`src/rtl/data_mem_lsu.sv`:
```
// data_mem_lsu: handshaked load/store unit for the multi-cycle and pipelined cores.
// Takes one load/store at a time and drives a variable-latency, word-aligned data
// bus with byte enables. An access that crosses a word boundary is split into two
// aligned beats with an idle bus cycle between them. Load bytes are merged, aligned
// and sign/zero-extended into a registered one-cycle response.
// Optional build macro LSU_MISALIGN_TRAP_EN: when defined, a misaligned access does
// no bus activity and returns an error response instead of being split.
module data_mem_lsu #(
    parameter int XLEN   = 32,
    parameter int ADDR_W = 32
) (
    input  logic              Clk,
    input  logic              Rst_N,
    input  logic              Req_Valid,
    output logic              Req_Ready,
    input  logic              Req_Write,
    input  logic [2:0]        Lw_Sw_OP,
    input  logic [ADDR_W-1:0] Req_Addr,
    input  logic [XLEN-1:0]   Req_Wdata,
    output logic              Rsp_Valid,
    output logic [XLEN-1:0]   Rsp_Rdata,
    output logic              Rsp_Err,
    output logic              Mem_Req,
    output logic              Mem_We,
    output logic [ADDR_W-1:0] Mem_Addr,
    output logic [XLEN-1:0]   Mem_Wdata,
    output logic [XLEN/8-1:0] Mem_Byte_En,
    input  logic              Mem_Ack,
    input  logic [XLEN-1:0]   Mem_Rdata
);

    localparam int NB    = XLEN / 8;
    localparam int OFF_W = $clog2(NB);
    // wide enough to hold a shift of 8*NB bits
    localparam int SH_W  = OFF_W + 4;

    typedef enum logic [1:0] {
        IDLE,
        BEAT0,
        BEAT1,
        RESP
    } state_t;

    state_t            state_q;
    state_t            state_d;
    logic              mem_req_q;
    logic              mem_req_d;

    logic [2:0]        op_q;
    logic [ADDR_W-1:0] addr_q;
    logic [XLEN-1:0]   wdata_q;
    logic              write_q;
    logic [XLEN-1:0]   ld_q;

    logic              rsp_valid_q;
    logic              rsp_err_q;
    logic [XLEN-1:0]   rsp_rdata_q;

    logic              accept;
    logic              illegal_in;
    logic              trap_in;
    logic              bad_in;

    logic [OFF_W-1:0]  off;
    logic [3:0]        sz;
    logic [4:0]        span;
    logic              split;
    logic [2*NB-1:0]   mask_sz;
    logic [2*NB-1:0]   be_wide;
    logic [2*XLEN-1:0] wd_wide;
    logic [SH_W-1:0]   lo_sh;
    logic [SH_W-1:0]   hi_sh;
    logic [ADDR_W-1:0] aligned;
    logic [ADDR_W-1:0] beat1_addr;
    logic [XLEN-1:0]   merge_now;
    logic [XLEN-1:0]   ext_data;
    logic              rsp_err_d;
    logic [XLEN-1:0]   rsp_rdata_d;

    assign Req_Ready = (state_q == IDLE);
    assign accept    = Req_Valid && Req_Ready;

    // Decode opcodes that are never legal for this data width or direction
    always_comb begin
        illegal_in = (Lw_Sw_OP == 3'b111) || (Req_Write && Lw_Sw_OP[2]);
        if ((XLEN == 32) && ((Lw_Sw_OP == 3'b011) || (Lw_Sw_OP == 3'b110))) begin
            illegal_in = 1'b1;
        end
    end

`ifdef LSU_MISALIGN_TRAP_EN
    logic [3:0] sz_in;
    logic [2:0] align_mask;
    assign sz_in      = 4'd1 << Lw_Sw_OP[1:0];
    assign align_mask = 3'(sz_in - 4'd1);
    assign trap_in    = (Req_Addr[2:0] & align_mask) != 3'b000;
`else
    assign trap_in    = 1'b0;
`endif

    assign bad_in = illegal_in || trap_in;

    // Geometry of the latched access: byte offset, size and whether it spills over
    assign off        = addr_q[OFF_W-1:0];
    assign sz         = 4'd1 << op_q[1:0];
    assign span       = 5'(off) + 5'(sz);
    assign split      = span > 5'(NB);
    assign lo_sh      = SH_W'({off, 3'b000});
    assign hi_sh      = SH_W'(8 * NB) - lo_sh;
    assign aligned    = {addr_q[ADDR_W-1:OFF_W], {OFF_W{1'b0}}};
    assign beat1_addr = aligned + ADDR_W'(NB);
    assign be_wide    = mask_sz << off;
    assign wd_wide    = {{XLEN{1'b0}}, wdata_q} << lo_sh;

    // Build a run of SZ ones that is shifted into lane position across two words
    always_comb begin
        mask_sz = '0;
        for (int i = 0; i < 2 * NB; i++) begin
            mask_sz[i] = (i < int'(sz));
        end
    end

    // Merge bus read data: beat0 supplies the low result bytes, beat1 the rest
    always_comb begin
        merge_now = Mem_Rdata >> lo_sh;
        if (state_q == BEAT1) begin
            merge_now = ld_q | (Mem_Rdata << hi_sh);
        end
    end

    // Sign- or zero-extend the merged bytes from bit 8*SZ-1
    always_comb begin
        int  nbits;
        logic sign_bit;
        nbits    = 8 * int'(sz);
        sign_bit = 1'b0;
        ext_data = '0;
        for (int i = 0; i < XLEN; i++) begin
            if (i == nbits - 1) begin
                sign_bit = merge_now[i];
            end
        end
        for (int i = 0; i < XLEN; i++) begin
            ext_data[i] = (i < nbits) ? merge_now[i] : (sign_bit & ~op_q[2]);
        end
    end

    // Only a rejected request goes straight from IDLE to RESP, so that path carries the error
    always_comb begin
        rsp_err_d   = (state_q == IDLE);
        rsp_rdata_d = ext_data;
        if ((state_q == IDLE) || write_q) begin
            rsp_rdata_d = '0;
        end
    end

    // Next-state and bus-request sequencing, including the idle cycle between beats
    always_comb begin
        state_d   = state_q;
        mem_req_d = mem_req_q;
        unique case (state_q)
            IDLE: begin
                if (accept) begin
                    if (bad_in) begin
                        state_d = RESP;
                    end else begin
                        state_d   = BEAT0;
                        mem_req_d = 1'b1;
                    end
                end
            end
            BEAT0: begin
                if (Mem_Ack) begin
                    mem_req_d = 1'b0;
                    state_d   = split ? BEAT1 : RESP;
                end
            end
            BEAT1: begin
                if (!mem_req_q) begin
                    mem_req_d = 1'b1;
                end else if (Mem_Ack) begin
                    mem_req_d = 1'b0;
                    state_d   = RESP;
                end
            end
            RESP: begin
                state_d = IDLE;
            end
            default: begin
                state_d   = IDLE;
                mem_req_d = 1'b0;
            end
        endcase
    end

    // State register and bus request flag; reset drops Mem_Req at once
    always_ff @(posedge Clk or negedge Rst_N) begin
        if (!Rst_N) begin
            state_q   <= IDLE;
            mem_req_q <= 1'b0;
        end else begin
            state_q   <= state_d;
            mem_req_q <= mem_req_d;
        end
    end

    // Latch the request on accept and collect load bytes as each beat completes
    always_ff @(posedge Clk or negedge Rst_N) begin
        if (!Rst_N) begin
            op_q    <= '0;
            addr_q  <= '0;
            wdata_q <= '0;
            write_q <= 1'b0;
            ld_q    <= '0;
        end else begin
            if (accept) begin
                op_q    <= Lw_Sw_OP;
                addr_q  <= Req_Addr;
                wdata_q <= Req_Wdata;
                write_q <= Req_Write;
            end
            if (Mem_Ack && mem_req_q && ((state_q == BEAT0) || (state_q == BEAT1))) begin
                ld_q <= merge_now;
            end
        end
    end

    // Registered response: one-cycle valid pulse, data and error hold until the next one
    always_ff @(posedge Clk or negedge Rst_N) begin
        if (!Rst_N) begin
            rsp_valid_q <= 1'b0;
            rsp_err_q   <= 1'b0;
            rsp_rdata_q <= '0;
        end else if (state_d == RESP) begin
            rsp_valid_q <= 1'b1;
            rsp_err_q   <= rsp_err_d;
            rsp_rdata_q <= rsp_rdata_d;
        end else begin
            rsp_valid_q <= 1'b0;
        end
    end

    assign Rsp_Valid = rsp_valid_q;
    assign Rsp_Err   = rsp_err_q;
    assign Rsp_Rdata = rsp_rdata_q;

    // Bus outputs come only from registers, so they stay stable for the whole beat
    always_comb begin
        Mem_Req     = mem_req_q;
        Mem_We      = 1'b0;
        Mem_Addr    = '0;
        Mem_Wdata   = '0;
        Mem_Byte_En = '0;
        if (mem_req_q) begin
            Mem_We = write_q;
            if (state_q == BEAT1) begin
                Mem_Addr    = beat1_addr;
                Mem_Wdata   = wd_wide[2*XLEN-1:XLEN];
                Mem_Byte_En = be_wide[2*NB-1:NB];
            end else begin
                Mem_Addr    = aligned;
                Mem_Wdata   = wd_wide[XLEN-1:0];
                Mem_Byte_En = be_wide[NB-1:0];
            end
        end
    end

endmodule

```
`config.mk`:
```
export PLATFORM = sky130hd
export DESIGN_NAME = data_mem_lsu
export DESIGN_NICKNAME = d
export VERILOG_FILES = /design/src/rtl/data_mem_lsu.sv
export SDC_FILE = /design/constraint.sdc
export NUM_CORES = 1
export LEC_CHECK = 0
export ABC_AREA = 0
export CAP_MARGIN = 25
export CORE_AREA = 2 2 141 143
export DETAILED_ROUTE_END_ITERATION = 8
export DIE_AREA = 0 0 143 145
export PLACE_DENSITY_LB_ADDON = 0.08
export SLEW_MARGIN = 20
export SYNTH_ARGS = -nofsm -noshare
export SYNTH_HDL_FRONTEND = slang
export SYNTH_SLANG_ARGS = --single-unit
export TNS_END_PERCENT = 5
```
`constraint.sdc`:
```
create_clock -name Clk -period 2.9 [get_ports Clk]
set_input_delay 0.58 -clock Clk [delete_from_list [all_inputs] [get_ports Clk]]
set_output_delay 0.58 -clock Clk [all_outputs]
set_load 0.1 [all_outputs]
```
# == Word-level counts from Yosys, hierarchy flattened ==
# Cells that the tools add are included.
# word_totals
regBits,137
latch_bits,0
mem_bits_rw,0
mem_bits_ro,0
in_bits,104
mem_count,0
# op_classes
addsub,4
mul,0
n_div,0
n_lt_le_gt_ge,41
eq_ne,41
shifts,5
mux,88
bitwise,3
n_reduce_logical,12
# ops
cell,count
32-bit 2-to-1 mux,6
6-bit by 8-bit equality test with 1-bit output (first input constant),16
5-bit by 7-bit < comparator with 1-bit output (first input constant),16
1-bit 2-to-1 mux,73
5-bit by 8-bit equality test with 1-bit output (first input constant),8
32-bit by 5-bit << shifter with 64-bit output,1
4-bit by 7-bit < comparator with 1-bit output (first input constant),8
32-bit by 3-bit adder with 32-bit output (second input constant),1
4-bit by 8-bit equality test with 1-bit output (first input constant),4
32-bit zero test,1
32-bit OR,1
32-bit by 6-bit << shifter with 32-bit output,1
32-bit by 5-bit >> shifter with 32-bit output,1
3-bit by 7-bit < comparator with 1-bit output (first input constant),4
3-bit by 8-bit equality test with 1-bit output (first input constant),2
3-bit by 4-bit < comparator with 1-bit output (first input constant),4
1-bit by 7-bit < comparator with 1-bit output (first input constant),2
2-bit by 7-bit < comparator with 1-bit output (first input constant),2
2-bit 2-to-1 mux,5
2-bit by 8-bit equality test with 1-bit output (first input constant),1
1-bit by 4-bit < comparator with 1-bit output (first input constant),2
2-bit by 4-bit < comparator with 1-bit output (first input constant),2
4-bit 2-to-1 mux,2
2-bit case mux with 4 select lines,1
other kinds (20),30

# == Longest topological paths before layout ==
# logic_depth
ltp_word,39
ltp_mapped,13
ltp_nobuf,8

# == Least setup slack after synthesis ==
# No wires, ideal clock.
# synth_timing
path_kind,register to output
startpoint,register addr_q[0]
endpoint,output Mem_Byte_En[1]
arrival_ns,6.030
slack_ns,-3.710
path_stages_with_launch,7
n_path_buf,4
cell_sequence,dfrtp_1 -> buf_2 -> buf_2 -> buf_2 -> buf_2 -> nor3_1 -> a2111oi_0
# synth_between
elab_chain_len,3
# synth_lines
item,line,text
from (decl),50,logic [ADDR_W-1:0] addr_q;
from (signal assigned),218,addr_q <= Req_Addr;
8-bit by 2-bit << shifter with 8-bit output,112,assign be_wide = mask_sz << off;
4-bit 2-to-1 mux,256,if (state_q == BEAT1) begin
4-bit 2-to-1 mux,254,if (mem_req_q) begin
to (decl),27,"output logic [XLEN/8-1:0] Mem_Byte_En,"
# No other way between the ends.

# == Worst setup path after layout ==
# layout_timing
startpoint,register state_q[0]
endpoint,output Mem_Addr[31]
# layout_between
elab_chain_len,3
# layout_lines
item,line,text
from (decl),44,state_t state_q;
from (signal assigned),202,state_q <= state_d;
2-bit equality test,256,
32-bit 2-to-1 mux,256,
32-bit 2-to-1 mux,254,
to (decl),25,"output logic [ADDR_W-1:0] Mem_Addr,"
# No other way between the ends.

==> impl_metrics.json <==
{
  "area_delta_synth_final_pct": 48.96,
  "r2r_cells": 10,
  "setup_slack_ps": -295.9,
  "end_kind": "output pin",
  "finalCritPeriodShare": 1.102,
  "ys.flop_type": "dfrtp_1",
  "ys_seq_area_frac": 0.3968,
  "clockBufferDepth": 2,
  "drive_above_1_share": 0.3453,
  "ant_nets": 0,
  "stdcell_area_um2": 12870,
  "numCtsBuffers": 17,
  "dieHeight_um": 145,
  "yosysWarnings": 0,
  "syn_inst": 895,
  "cp_max_fo": 8,
  "io_pins": 209,
  "cts_num_sinks": 137,
  "cts_root_buf": "clkbuf_16",
  "start_kind": "flip-flop",
  "fmax_mhz": 312.9,
  "final_nets": 1217,
  "dieArea_um2": 20740,
  "grt_pass1_vias": 8316,
  "grt_overflow": 0,
  "grt_antenna_before_repair": 1,
  "tns_ps": -3578,
  "worstReg2RegEnd": "Rsp_Rdata[23]$_DFFE_PN0N_",
  "numPortBuffers": 206,
  "track_usage": 0.2684,
  "place_congestion": 0.9054,
  "grt_max_degree": 69,
  "vias": 8159,
  "route.detailed.drc": 0,
  "violations": "setup timing",
  "cts_max_level": 4,
  "rsz0062_at_grt": "true",
  "finalHoldViolations": 0,
  "crit_type": "reg2out",
  "finalSetupViolCount": 21,
  "dp_hpwl_um": 20010,
  "initial_core_util": 0.4499,
  "status": "complete, but fails checks",
  "fillerInstances": 1510,
  "wire_per_inst_um": 19.94,
  "critical_path_arrival_ps": 2620,
  "drt_pass1_iterations": 5,
  "critical_path_required_ps": 2320,
  "avgSynthCellArea_um2": 9.655,
  "drt-total-wl_um": 27580,
  "grt_pass1_wl_um": 44040,
  "place_area_um2": 12130,
  "async_flop_share": 1.000,
  "r2r_start": "state_q[0]$_DFF_PN0_",
  "drt_iter0_markers": 569,
  "synth-edff-count": 0,
  "hold_path_class": "in2async",
  "rows": 51,
  "drv_slew": 0,
  "core_um2": 19210,
  "finClkSkew_ps": 10.50,
  "maxCapViolCount": 0,
  "worst_slew_pin_slew_ps": 681.7,
  "clkLatencyLatePin_ps": 430,
  "path_clk_slew_ps": 70,
  "utilization": 0.6701,
  "ys_types": 68,
  "ys_seq_elements": 137,
  "relSlewSlack": 0.5407,
  "cts_tree": "yes",
  "ff2ff_setup_slack_ps": 170,
  "syn-cell-area_um2": 8641,
  "die_x_um": 143,
  "via_per_inst": 5.899,
  "diodes": 0,
  "period_minus_slack_ps": 3196
}
cell families after synthesis:
kind of cell    share of synthesized area
xor+xnor                          0.02027
simple gates                       0.1127
fa+ha+maj                         0.01158
mux                                0.1710
flops                              0.3968
buf+inv                           0.04706
compound gates                     0.2402
other cells                     0.0004340
through the flow:
stage               worst slack, ps  instances  hold WS [ps]
finish                       -295.9       1383         102.1
global route                 -412.7       1383         130.5
CTS                          -311.3       1379         120.4
detailed placement           -146.4       1347         471.8
global placement             -62.79       1347         463.9
floorplan                    -341.6        896         284.4
cells in the final DEF, fill, tap and decap left out, drive strengths merged, types with 11 or more instances in the layout:
| cell | instances |
|---|---|
| a221oi | 11 |
| o21ai | 54 |
| dfrtp | 137 |
| a22o | 33 |
| a22oi | 13 |
| clkdlybuf4s50 | 102 |
| a21oi | 43 |
| nand2 | 47 |
| o22ai | 16 |
| mux2 | 83 |
| inv | 23 |
| nor2 | 84 |
| o2bb2ai | 20 |
| buf | 165 |
| o211ai | 19 |
| o22a | 13 |
| clkbuf | 18 |
| mux2i | 52 |
how the worst max path moves through the flow:
stage,slack (ps),depth (start not counted),start,end
floorplan,-340,9,state_q[0]$_DFF_PN0_,Mem_Addr[31]
global placement,-60,9,state_q[0]$_DFF_PN0_,Mem_Wdata[16]
detailed placement,-150,9,state_q[0]$_DFF_PN0_,Mem_Wdata[16]
CTS,-310,8,state_q[0]$_DFF_PN0_,Mem_Addr[25]
global route,-410,8,state_q[0]$_DFF_PN0_,Mem_Addr[30]
finish,-300,8,state_q[0]$_DFF_PN0_,Mem_Addr[31]
critical path, cell delays in order, from the launching register on:
cell	delay [ps]
dfrtp_1	390
inv_2	80
ha_4	150
nand4_1	100
or2_1	260
or4_4	480
or3_4	360
a21oi_4	180
buf_12	190
synthesized netlist by cell type, types with 5 or more instances:
library cell,number,area [µm²]
dfrtp_1,137,3428
nor2_1,84,315.3
mux2_2,83,934.7
o21ai_0,53,265.3
mux2i_1,52,520.5
nand2_1,46,172.7
clkbuf_1,44,165.2
a21oi_1,43,215.2
a22o_1,33,289.0
inv_1,21,78.83
o2bb2ai_1,20,175.2
o211ai_1,19,142.6
buf_2,16,80.08
o22ai_1,16,100.1
a22oi_1,13,97.59
buf_1,13,48.80
o22a_1,13,113.9
a221oi_1,11,96.34
xnor2_1,10,87.58
xor2_1,10,87.58
nand3_1,9,45.04
o31ai_1,9,67.56
a31oi_1,8,50.05
ha_1,8,100.1
and2_1,7,43.79
and3_1,7,43.79
nor3_1,7,35.03
or3_1,7,43.79
a211oi_1,6,45.04
a221o_1,5,50.05
nand2b_1,5,31.28
nand4_1,5,31.28
o221ai_1,5,43.79
o32a_1,5,50.05
or4_1,5,37.54
registers in the layout (all words and copies together), names as in the netlist:
signal and cells:
Rsp_Rdata 32, addr_q 32, ld_q 32, wdata_q 32, op_q 3, state_q 2, Mem_Req 1, Rsp_Err 1
Rsp_Valid 1, write_q 1
layer usage:
layer | wire length (µm) | share of wire | track usage | vias to the layer above
met4 | 971 | 0.035 | 0.1074 | 2
met2 | 13070 | 0.47 | 0.4275 | 305
met1 | 11550 | 0.42 | 0.3427 | 3983
met3 | 1969 | 0.071 | 0.07558 | 74
li1 | - | - | - | 3795
met5 | 13 | 0.00047 | 0 | -
what timing repair did:
action / in CTS / in global routing
setup endpoints to repair: 42 / 63
pin swaps: 1 / 4
setup buffers: 0 / 4
resized for setup: 18 / 9
hold buffers: 0 / 0
area by class of cell:
| type | count | area (µm²) | share of cell area |
|---|---|---|---|
| Multi-Input combinational cell | 660 | 5255 | 0.4083 |
| Sequential cell | 137 | 3435 | 0.2668 |
| Timing Repair Buffer | 267 | 3158 | 0.2454 |
| Clock buffer | 18 | 439.2 | 0.03412 |
| Tap cell | 265 | 331.6 | 0.02576 |
| Clock inverter | 14 | 165.2 | 0.01283 |
| Inverter | 22 | 87.58 | 0.006805 |
Power is left out: the tool's default activity adds up to more than one toggle a clock period on the data nets, which glitch-free logic cannot reach.
